--- config.mk ---
export PLATFORM = sky130hd
export DESIGN_NAME = lm_sm_sequencer
export DESIGN_NICKNAME = d
export VERILOG_FILES = /design/src/rtl/lm_sm_sequencer_pkg.sv /design/src/rtl/lm_sm_sequencer_lowest_set_bit_enc.sv /design/src/rtl/lm_sm_sequencer.sv
export SDC_FILE = /design/constraint.sdc
export NUM_CORES = 1
export LEC_CHECK = 0
export CORE_MARGIN = 2
export CORE_UTILIZATION = 40
export CTS_BUF_LIST = sky130_fd_sc_hd__clkbuf_4 sky130_fd_sc_hd__clkbuf_8 sky130_fd_sc_hd__clkbuf_16
export DETAILED_ROUTE_END_ITERATION = 8
export GPL_TIMING_DRIVEN = 0
export PLACE_DENSITY = 0.7
export RECOVER_POWER = 100
export SLEW_MARGIN = 20
export SYNTH_ARGS = -nofsm -noshare
export SYNTH_HDL_FRONTEND = slang
export SYNTH_SLANG_ARGS = --single-unit
--- constraint.sdc ---
create_clock -name clk -period 4.7 [get_ports clk]
set_input_delay 0.47 -clock clk [delete_from_list [all_inputs] [get_ports clk]]
set_output_delay 0.47 -clock clk [all_outputs]
set_load 0.01 [all_outputs]
--- src/rtl/lm_sm_sequencer_pkg.sv ---
// Shared definitions for the LM/SM micro-op sequencer.
// Latency: n/a (constants, types and a decode helper only).
// Backpressure: n/a.
package lm_sm_sequencer_pkg;

    // One mask bit per architectural register R0..R7.
    localparam int LMSM_MASK_W = 8;

    // Major opcodes carried in IR[15:12].
    localparam logic [3:0] OPC_LM = 4'b0110;
    localparam logic [3:0] OPC_SM = 4'b0111;

    typedef enum logic {
        ST_IDLE = 1'b0,
        ST_RUN  = 1'b1
    } state_e;

    // True for the two multi-register transfer opcodes.
    function automatic logic is_lmsm(input logic [3:0] opc);
        return (opc == OPC_LM) || (opc == OPC_SM);
    endfunction

endpackage

--- src/rtl/lm_sm_sequencer_lowest_set_bit_enc.sv ---
// Priority encoder: index of the lowest set mask bit, any-set flag, exactly-one-set flag.
// Latency: purely combinational.
// Backpressure: none.
module lowest_set_bit_enc
    import lm_sm_sequencer_pkg::*;
#(
    parameter int W  = LMSM_MASK_W,
    parameter int IW = $clog2(W)
) (
    input  logic [W-1:0]  mask_i,
    output logic [IW-1:0] idx_o,
    output logic          vld_o,
    output logic          single_o
);

    // Scan from the top down so the lowest set bit is the one that sticks.
    always_comb begin
        idx_o = '0;
        for (int i = W - 1; i >= 0; i--) begin
            if (mask_i[i]) begin
                idx_o = IW'(i);
            end
        end
    end

    // Clearing the lowest set bit leaves zero exactly when one bit was set.
    always_comb begin
        vld_o    = |mask_i;
        single_o = vld_o & ~(|(mask_i & (mask_i - W'(1))));
    end

endmodule

--- src/rtl/lm_sm_sequencer.sv ---
// LM/SM sequencer: expands one load/store-multiple into one single-register micro-op per cycle.
// Latency: first micro-op in the cycle after start; done pulses the cycle after the last micro-op.
// Backpressure: stall_in freezes all state and outputs; busy holds the front end until the last advance.
module lm_sm_sequencer
    import lm_sm_sequencer_pkg::*;
#(
    parameter int MASK_W = LMSM_MASK_W,
    parameter int OFFS_W = 16
) (
    input  logic              clk,
    input  logic              reset,
    input  logic [15:0]       ir,
    input  logic              start,
    input  logic              stall_in,
    input  logic              flush,
    output logic              busy,
    output logic              uop_valid,
    output logic [2:0]        uop_reg,
    output logic [2:0]        uop_base,
    output logic [OFFS_W-1:0] uop_offset,
    output logic              uop_is_load,
    output logic              uop_last,
    output logic              uop_wr_r7,
    output logic              done
);

    state_e              state_q, state_d;
    logic [MASK_W-1:0]   mask_q, mask_d;
    logic [2:0]          base_q, base_d;
    logic                load_q, load_d;
    logic [OFFS_W-1:0]   offs_q, offs_d;
    logic                done_q, done_d;

    logic [2:0]          enc_idx;
    logic                enc_vld;
    logic                enc_single;

    logic [MASK_W-1:0]   ir_mask;
    logic                ir_lmsm;
    logic                ir_multi;
    logic                unused_ir_bit;

    assign ir_mask       = ir[MASK_W-1:0];
    assign ir_lmsm       = is_lmsm(ir[15:12]);
    // More than one bit set in the incoming mask.
    assign ir_multi      = |(ir_mask & (ir_mask - MASK_W'(1)));
    // IR[8] is not part of the LM/SM encoding.
    assign unused_ir_bit = ir[8];

    lowest_set_bit_enc #(
        .W  (MASK_W),
        .IW (3)
    ) u_enc (
        .mask_i   (mask_q),
        .idx_o    (enc_idx),
        .vld_o    (enc_vld),
        .single_o (enc_single)
    );

    // State register: all sequencer state, cleared asynchronously.
    always_ff @(posedge clk or negedge reset) begin
        if (!reset) begin
            state_q <= ST_IDLE;
            mask_q  <= '0;
            base_q  <= '0;
            load_q  <= 1'b0;
            offs_q  <= '0;
            done_q  <= 1'b0;
        end else begin
            state_q <= state_d;
            mask_q  <= mask_d;
            base_q  <= base_d;
            load_q  <= load_d;
            offs_q  <= offs_d;
            done_q  <= done_d;
        end
    end

    // Next state: accept in IDLE, retire one mask bit per unstalled RUN cycle; flush beats stall.
    always_comb begin
        state_d = state_q;
        mask_d  = mask_q;
        base_d  = base_q;
        load_d  = load_q;
        offs_d  = offs_q;
        done_d  = 1'b0;
        case (state_q)
            ST_IDLE: begin
                if (start && ir_lmsm && !flush) begin
                    mask_d = ir_mask;
                    base_d = ir[11:9];
                    load_d = (ir[15:12] == OPC_LM);
                    offs_d = '0;
                    if (ir_mask != '0) begin
                        state_d = ST_RUN;
                    end else begin
                        // Empty mask retires at once without issuing anything.
                        done_d = 1'b1;
                    end
                end
            end
            ST_RUN: begin
                if (flush) begin
                    state_d = ST_IDLE;
                    mask_d  = '0;
                end else if (!stall_in) begin
                    mask_d = mask_q & (mask_q - MASK_W'(1));
                    offs_d = offs_q + OFFS_W'(1);
                    if (enc_single) begin
                        state_d = ST_IDLE;
                        done_d  = 1'b1;
                    end
                end
            end
            default: begin
                state_d = ST_IDLE;
            end
        endcase
    end

    // Outputs: micro-op fields straight from registers; busy also looks at the incoming instruction.
    always_comb begin
        uop_valid   = (state_q == ST_RUN) & enc_vld;
        uop_reg     = (state_q == ST_RUN) ? enc_idx : 3'd0;
        uop_base    = base_q;
        uop_offset  = offs_q;
        uop_is_load = load_q;
        uop_last    = (state_q == ST_RUN) & enc_single;
        uop_wr_r7   = (state_q == ST_RUN) & load_q & (&enc_idx);
        done        = done_q;
        busy        = ((state_q == ST_RUN) & ~(enc_single & ~stall_in))
                    | ((state_q == ST_IDLE) & start & ir_lmsm & ir_multi);
    end

endmodule

---- After elaboration in Yosys (flattened, before gate mapping) ----
Cells that the tools add are included.
word-level totals
  word-level logic and storage cells ...... 73
  memory bits (read-only) ................. 0
  memories ................................ 0
  output and inout bits ................... 28
  flip-flop bits (word level) ............. 30
  bits in writable memories ............... 0
  latch bits .............................. 0
  bits of input ports ..................... 21
cells by class
  shifts and indexed selects .............. 0
  muxes and demuxes ....................... 29
  order comparisons ....................... 0
  reductions and logical operators ........ 12
  eq/ne operators ......................... 6
  add/subtract/negate cells ............... 3
  divide/modulo/power cells ............... 0
  bitwise gates (word level) .............. 17
  multipliers ............................. 0
operators with widths
  kind                   count
  $mux 16                3
  $pmux 16 s2            1
  $mux 3                 9
  $mux 8                 3
  $reduce_or 8->1        3
  $add 16x1->16 const B  1
  $and 8x8->8            2
  $pmux 8 s2             1
  $sub 8x1->8 const B    2
  $and 1x1->1            10
  $mux 1                 10
  $eq 4x3->1 const B     2
  $reduce_bool 8->1      1
  $ne 2x2->1 const B     3
  $reduce_and 3->1       2
  $not 1->1              4
  $pmux 1 s2             2
  $reduce_and 2->1       2
  $ne 3x3->1 const B     1
  $logic_and 1x1->1      2
  $logic_not 1->1        1
  $logic_or 1x1->1       1
  $or 1x1->1             1

---- Longest topological paths before layout ----
Gate-level depths: netlist of run 1.
  word-level depth ........................ 10
  depth in mapped cells ................... 6
  depth with buffers taken out ............ 5

---- By module ----
Synthesis of run 1 repeated with hierarchy kept, for this count alone.
second synthesis, totals
  cells, all modules ...................... 195
  area, all modules ....................... 1735.4 um2
by module, submodules not included
  module              cells an instance  instances  area an instance (um2)  seq. area each (um2)
  lm_sm_sequencer     171                1          1572.8                  750.7
  lowest_set_bit_enc  24                 1          162.7                   0.0

---- Worst setup path before layout of run 1 ----
Ideal clock, no wire load.
  kind .................................... flip-flop to output port
  start point ............................. reg mask_q[2]
  end point ............................... out busy
  stages on the path, launching flop included .. 7
  path buffers ............................ 1
  setup slack ............................. 2720 ps
  data required time ...................... 4230 ps
  arrival ................................. 1510 ps
  path through ............................ dfrtp_1 clkbuf_1 nor4_2 o21ai_0 o211ai_1 nand3_1 a32o_1
on the way
  longest elaborated chain between the ends .. 9
  elaborated cells between the ends (all ways) .. 10
  classes of those cells .................. add/sub: 1; bitwise: 7; reduce/logical: 2
ends and longest elaborated chain
  what                    RTL line                                  text
  start, declared         lm_sm_sequencer.sv:28                     logic [MASK_W-1:0] mask_q, mask_d;
  start signal, assigned  lm_sm_sequencer.sv:71                     mask_q <= mask_d;
  $sub 8x1->8             lm_sm_sequencer_lowest_set_bit_enc.sv:29  single_o = vld_o & ~(|(mask_i & (mask_i - W'(1))));
  $and 8x8->8             lm_sm_sequencer_lowest_set_bit_enc.sv:29
  $reduce_or 8->1         lm_sm_sequencer_lowest_set_bit_enc.sv:29
  $not 1->1               lm_sm_sequencer_lowest_set_bit_enc.sv:29
  $and 1x1->1 (*)         lm_sm_sequencer_lowest_set_bit_enc.sv:29
  $and 1x1->1 (*)         lm_sm_sequencer.sv:131                    busy = ((state_q == ST_RUN) & ~(enc_single & ~stall_in))
  $not 1->1 (*)           lm_sm_sequencer.sv:131
  $and 1x1->1 (*)         lm_sm_sequencer.sv:131
  $or 1x1->1 (*)          lm_sm_sequencer.sv:132                    | ((state_q == ST_IDLE) & start & ir_lmsm & ir_multi);
  end, declared           lm_sm_sequencer.sv:16                     output logic busy,
Every way passes the cells marked *; elsewhere a longest branch is shown, timed or not.

---- Worst setup path after layout of run 1 ----
Same ends and word-level chain as after synthesis.

==> results.md, run 1 <==
- First-pass DRT Iterations: 4
- Largest net degree at the start of global routing: 31
- Pwr per Cell Area: 329 nW/um2
- Combinational Power Share: 24.5%
- Root Driver: clkbuf_8
- VDD IR-drop max: 193 uV
- Setup Crit Path Kind: register to primary output
- Startpoint Class: register
- Setup TNS: 0 ns
- Clock Skew: 0.00674 ns
- Final net count: 260
- DR WL/cell: 13.8 um
- DR WL met3: 183 um
- Hold Crit Class: register to register
- Switching Fraction: 30.4%
- CTS buffer count: 5
- Seq pwr share: 41.9%
- Drc violations: 0
- Final ANT Viol Nets: 0
- Yosys cell types: 45
- Worst path required time: 4.23 ns
- Register bit total from synthesis: 30
- Synth area leaders: dfrtp_1, nor2_1, o21ai_0
- F_max: 0.289 GHz
- Met2 WL post-DR: 1920 um
- Die Area: 4800 um2
- Fin. Hold Viols: 0
- RePlAce Congestion: 0.772
- Initial antenna violation count: 0
- Via count: 1563
- Post-synth EDFFs: 0
- CTS tree: yes
- RSZ-0062 raised after global routing: false
- Setup Viol. Count Final: 0
- GR Overflow Total: 0
- Share of layout cells above drive strength 1: 7.11%
- Reg clk slew, reported paths: 0.06 ns
- Psw: 233 uW
- Max H-tree Level: 2
- Syn Std Cell Area: 1710 um2
- Clk pwr share: 33.6%
- Final Max Tran Viols: 31
- Syn Area/Cell: 9.27 um2
- First-pass GRT wire length: 6980 um
- Die height: 69.3 um
- Crit path arrival time: 2.99 ns
- Buffer count from post-CTS setup fixing: 0
- Ys flop type: dfrtp_1
- Post-layout power: 765 uW
- Area leader, netlist: dfrtp_1
- CP max FO: 8
- Final HPWL DP: 2920 um
- Num rows: 23
- Failing checks: capacitance limit, slew limit
- Resized cells post-CTS: 0
- Post-Syn Instances: 184
- Clock Sinks: 30
- Ys Warns: 0
- Internal cell power: 533 uW
- Measured slew at the worst slew-check pin: 1.60 ns
- Hold-fix buffers, CTS: 0
- Die width: 69.3 um
- CP Capture Type: primary output
- WL met1: 1860 um
- Synthesized net count: 206
- Antenna diodes: 0
- Status: finished, violations left
- IO Count: 49
- Post-synth ARST share: 100%
- Vias in the first global route: 1478
- Min Tclk post-route: 3.46 ns
- Clock latency on the worst-skew pair: 0.28 ns
- Post-synthesis sequential area ratio: 44.0%
- Clk buf depth: 2
- Max_cap viols: 1
- Starting density of the core: 42.0%
- Top sig layer: met4
- Area grow syn2layout: 36.2%
- GRT Total Usage: 18.2%
- CORE AREA: 4060 um2
- Iteration-0 DRC Markers: 53
- IO buf count: 47
- Leakage Power: 0.00108 uW
- Crit share post-route: 73.7%
- Total routed wirelength: 3990 um
- Max transition margin: -6.46%
- Yosys top cell area share: 44.0%
- Via/cell ratio: 5.41
[flip-flops by register name (all words and copies together), names as in the netlist]
signal	count
uop_is_load	1
mask_q	8
done	1
uop_base	3
state_q	1
uop_offset	16
[per-layer routing]
layer	vias up	GRT usage, %
li1	782	-
met1	741	23.9
met2	38	29.0
met3	2	3.92
met4	0	7.84
met5	-	0
[cell usage in the layout, fill, tap and decap left out, drive strengths merged, types with 3 or more instances in the layout]
| cell type | synthesis | layout |
|---|---|---|
| dfrtp | 30 | 30 |
| dlygate4sd3 | 0 | 28 |
| nor2 | 26 | 26 |
| o21ai | 19 | 19 |
| clkdlybuf4s50 | 0 | 18 |
| nand2 | 11 | 11 |
| clkbuf | 4 | 11 |
| xor2 | 9 | 9 |
| nand3 | 8 | 8 |
| nor3 | 8 | 8 |
| a22o | 7 | 7 |
| inv | 6 | 6 |
| nand4 | 6 | 6 |
| a21oi | 5 | 5 |
| and3 | 5 | 5 |
| xnor2 | 4 | 4 |
| nor4b | 3 | 3 |
| mux2 | 3 | 3 |
[synthesized netlist by cell type (2+ instances only)]
cell type / number
dfrtp_1: 30
nor2_1: 25
o21ai_0: 17
nand2_1: 11
xor2_1: 9
nand3_1: 8
a22o_1: 7
inv_1: 6
nor3_1: 6
a21oi_1: 5
and3_1: 5
nand4_1: 5
clkbuf_1: 4
xnor2_1: 4
buf_2: 3
mux2_2: 3
nor4b_1: 3
a32o_1: 2
nor3_2: 2
o21ai_1: 2
o311a_1: 2
or3_1: 2
[area by class of cell]
cell class | instances | area [um2]
tap | 50 | 62.6
clock buffer | 5 | 68.8
clock inverter | 3 | 40.0
sequential | 30 | 751
buffer | 7 | 28.8
inverter | 6 | 22.5
fill | 375 | 1730
timing repair buffer | 47 | 464
multi-input combinational | 141 | 886
[metrics by stage]
stage | setup WS (ns) | area (um2) | cells | hold WS (ns) | util [%]
final | 1.24 | 2320 | 289 | 0.502 | 57.3
after global routing | 1.03 | 2320 | 289 | 0.530 | 57.3
after CTS | 1.67 | 2340 | 289 | 0.236 | 57.7
after detailed placement | 1.94 | 2230 | 281 | 0.496 | 55.0
after global placement | 1.98 | 2240 | 281 | 0.490 | 55.2
after floorplan | 2.72 | 1710 | 184 | 0.174 | -
[path summary, 6_finish.rpt]
kind | start | to | slack [ns] | cells past startpoint
worst max register to register | mask_q[2] | done | 2.47 | 5
worst min register to register | uop_base[2] | uop_base[2] | 0.50 | 1
max in group asynchronous | reset | mask_q[0] | 3.19 | 1
min in group asynchronous | reset | uop_offset[1] | 0.57 | 1
worst max-delay path | mask_q[2] | busy | 1.24 | 7
worst min-delay path | uop_base[2] | uop_base[2] | 0.50 | 1
[power groups by stage]
| stage | logic [uW] | clock network [uW] | registers, uW |
|---|---|---|---|
| after floorplan | 112 | 0 | 324 |
| after global placement | 194 | 0 | 326 |
| after detailed placement | 196 | 0 | 326 |
| after CTS | 197 | 261 | 322 |
| after global routing | 211 | 275 | 327 |
| final | 188 | 257 | 321 |
[cells by family after synthesis]
group,share of synthesized area [%]
and+or+nand+nor,25.9
AOI/OAI and AO/OA,16.4
DFF,44.0
xor gates and xnor gates,6.68
buffers and inverters,3.08
muxes,2.57
adders and majority gates,1.32
[critical path, cell delays in order (launching register included)]
cell and delay [ns]:
dfrtp_1 0.36, clkbuf_1 0.19, nor4_1 0.80, o21ai_0 0.22, o211ai_1 0.18, nand3_1 0.10, a32o_1 0.27, dlygate4sd3_1 0.60
(Power assumes the default switching activity.)
==> run 2, diff against run 1 <==
- clock period: 4.7 -> 3.2 ns (I/O delays scaled with it)
==> results.md, run 2 (same netlist as run 1, synthesis figures left out) <==
- Status: finished, violations left
- Failing checks: capacitance limit, slew limit
- First-pass GRT wire length: 6980 um
- Leakage Power: 0.00108 uW
- Clock latency on the worst-skew pair: 0.28 ns
- Startpoint Class: register
- Met2 WL post-DR: 1900 um
- Die height: 69.3 um
- Total routed wirelength: 3980 um
- Fill cells: 374
- Die Area: 4800 um2
- Final HPWL DP: 2920 um
- DR WL met3: 187 um
- Slowest-stage cell, CP: dlygate4sd3_1
- GRT Total Usage: 18.2%
- Setup TNS: 0 ns
- WL met1: 1870 um
- Buffer count from post-CTS setup fixing: 0
- Clock Skew: 0.00710 ns
- CP max FO: 8
- CTS buffer count: 5
- RR Endpoint: mask_q[0]
- Antenna diodes: 0
- Final net count: 260
- Hold-fix buffers, CTS: 0
- Max_cap viols: 1
- Non-Filler Instances: 289
- Reg-to-Reg Start: state_q
- Setup Viol. Count Final: 0
- Final Max Tran Viols: 31
- GR Overflow Total: 0
- Setup Crit Path Kind: register to primary output
- Max H-tree Level: 2
- Via/cell ratio: 5.35
- Measured slew at the worst slew-check pin: 1.60 ns
- Starting density of the core: 42.0%
- Fin. Hold Viols: 0
- Most frequent cells in the layout: dfrtp_1, dlygate4sd3_1, nor2_1
- Hold Crit Class: primary input to asynchronous set/reset pin
- IO buf count: 47
- Area of the multi-input gates: 892 um2
- Critical-path cell list: clkbuf_1 > nor4_2 > o21ai_0 > o211ai_1 > a41o_1 > and3_1 > dlygate4sd3_1
- Drc violations: 0
- Max reg flops: 16
- Vias in the first global route: 1479
- Top sig layer: met4
- Area grow syn2layout: 36.6%
- Reg clk slew, reported paths: 0.07 ns
- Post-Place Cell Area: 2230 um2
- Initial antenna violation count: 0
- RSZ-0062 raised after global routing: false
- Placed cell count: 281
- CORE AREA: 4060 um2
- Worst path max stage delay: 0.60 ns
- RePlAce Congestion: 0.772
- Flop2flop setup slack: 1.13 ns
- Clk buf depth: 2
- Pwr per Cell Area: 484 nW/um2
- Die width: 69.3 um
- Largest net degree at the start of global routing: 31
- F_max: 0.338 GHz
- Design Area, Final: 2330 um2
- VDD IR-drop max: 284 uV
- Share of layout cells above drive strength 1: 7.53%
- Clock Sinks: 30
- IO Count: 49
- Setup slack after layout: 0.240 ns
- Dpl ws: 0.654 ns
- Max transition margin: -6.63%
- Post-layout power: 1130 uW
- CP Capture Type: primary output
- Crit path arrival time: 2.64 ns
- Final ANT Viol Nets: 0
- DR WL/cell: 13.8 um
- Root Driver: clkbuf_8
- CTS tree: yes
- Crit share post-route: 92.5%
- Resized cells post-CTS: 0
- Via count: 1546
- Leading cell type in the layout, fill and taps excluded: dfrtp_1
- Seq. cell area: 751 um2
- R2R cell count: 5
- First-pass DRT Iterations: 4
- Min Tclk post-route: 2.96 ns
- Num rows: 23
- Worst path required time: 2.88 ns
- Iteration-0 DRC Markers: 50
run 2: changes by cell type in the layout (fill, tap and decap cells not counted):
| cell | delta |
|---|---|
| nor4_2 | +1 |
| nor4_1 | -1 |
| clkdlybuf4s50_1 | +1 |
| dlygate4sd3_1 | -1 |
run 2: report_power, final:
part / switching (uW) / leakage [uW] / internal (uW)
clock: 149 / 0.0000579 / 229
combinational: 144 / 0.000614 / 134
sequential: 50.6 / 0.000404 / 421
run 2: worst max-delay path, delay by kind of cell, from the launching register on:
| family | cells | cell delay [ns] |
|---|---|---|
| simple gates | 2 | 0.69 |
| compound gates | 3 | 0.52 |
| buf+inv | 2 | 0.79 |
| flops | 1 | 0.36 |
run 2: stage by stage:
step | hold WS [ns] | util (%)
2_1_floorplan | 0.0244 | -
5_1_grt | 0.530 | 57.4
3_5_place_dp | 0.394 | 55.0
6_report | 0.425 | 57.4
3_3_place_gp | 0.490 | 55.2
4_1_cts | 0.0863 | 57.7
run 2: per-layer routing:
layer / track usage, % / vias to the layer above
met5: 0 / -
met4: 7.84 / 0
met3: 3.92 / 2
met2: 29.0 / 41
met1: 23.9 / 723
li1: - / 780
run 2: worst max-delay path by stage:
stage          startpoint  endpoint  slack [ns]  cells past startpoint
2_1_floorplan   mask_q[2]      busy        1.37                      6
3_3_place_gp    mask_q[2]  uop_last        0.67                      7
3_5_place_dp    mask_q[2]  uop_last        0.65                      7
4_1_cts         mask_q[2]  uop_last        0.32                      7
5_1_grt         mask_q[2]  uop_last        0.10                      7
6_report        mask_q[2]  uop_last        0.24                      7
run 2: final cells by class:
cell class	count	share of cell area (%)
Tap cell	50	2.69
Timing Repair Buffer	47	19.9
Multi-Input combinational cell	141	38.3
Buffer	7	1.24
Inverter	6	0.967
Sequential cell	30	32.2
Clock buffer	5	2.95
Clock inverter	3	1.72
==> run 3, diff against run 2 <==
- CTS_CLUSTER_DIAMETER: default -> 60
==> results of run 3 <==
Final layout, timing and power as in run 2 (identical DEF).
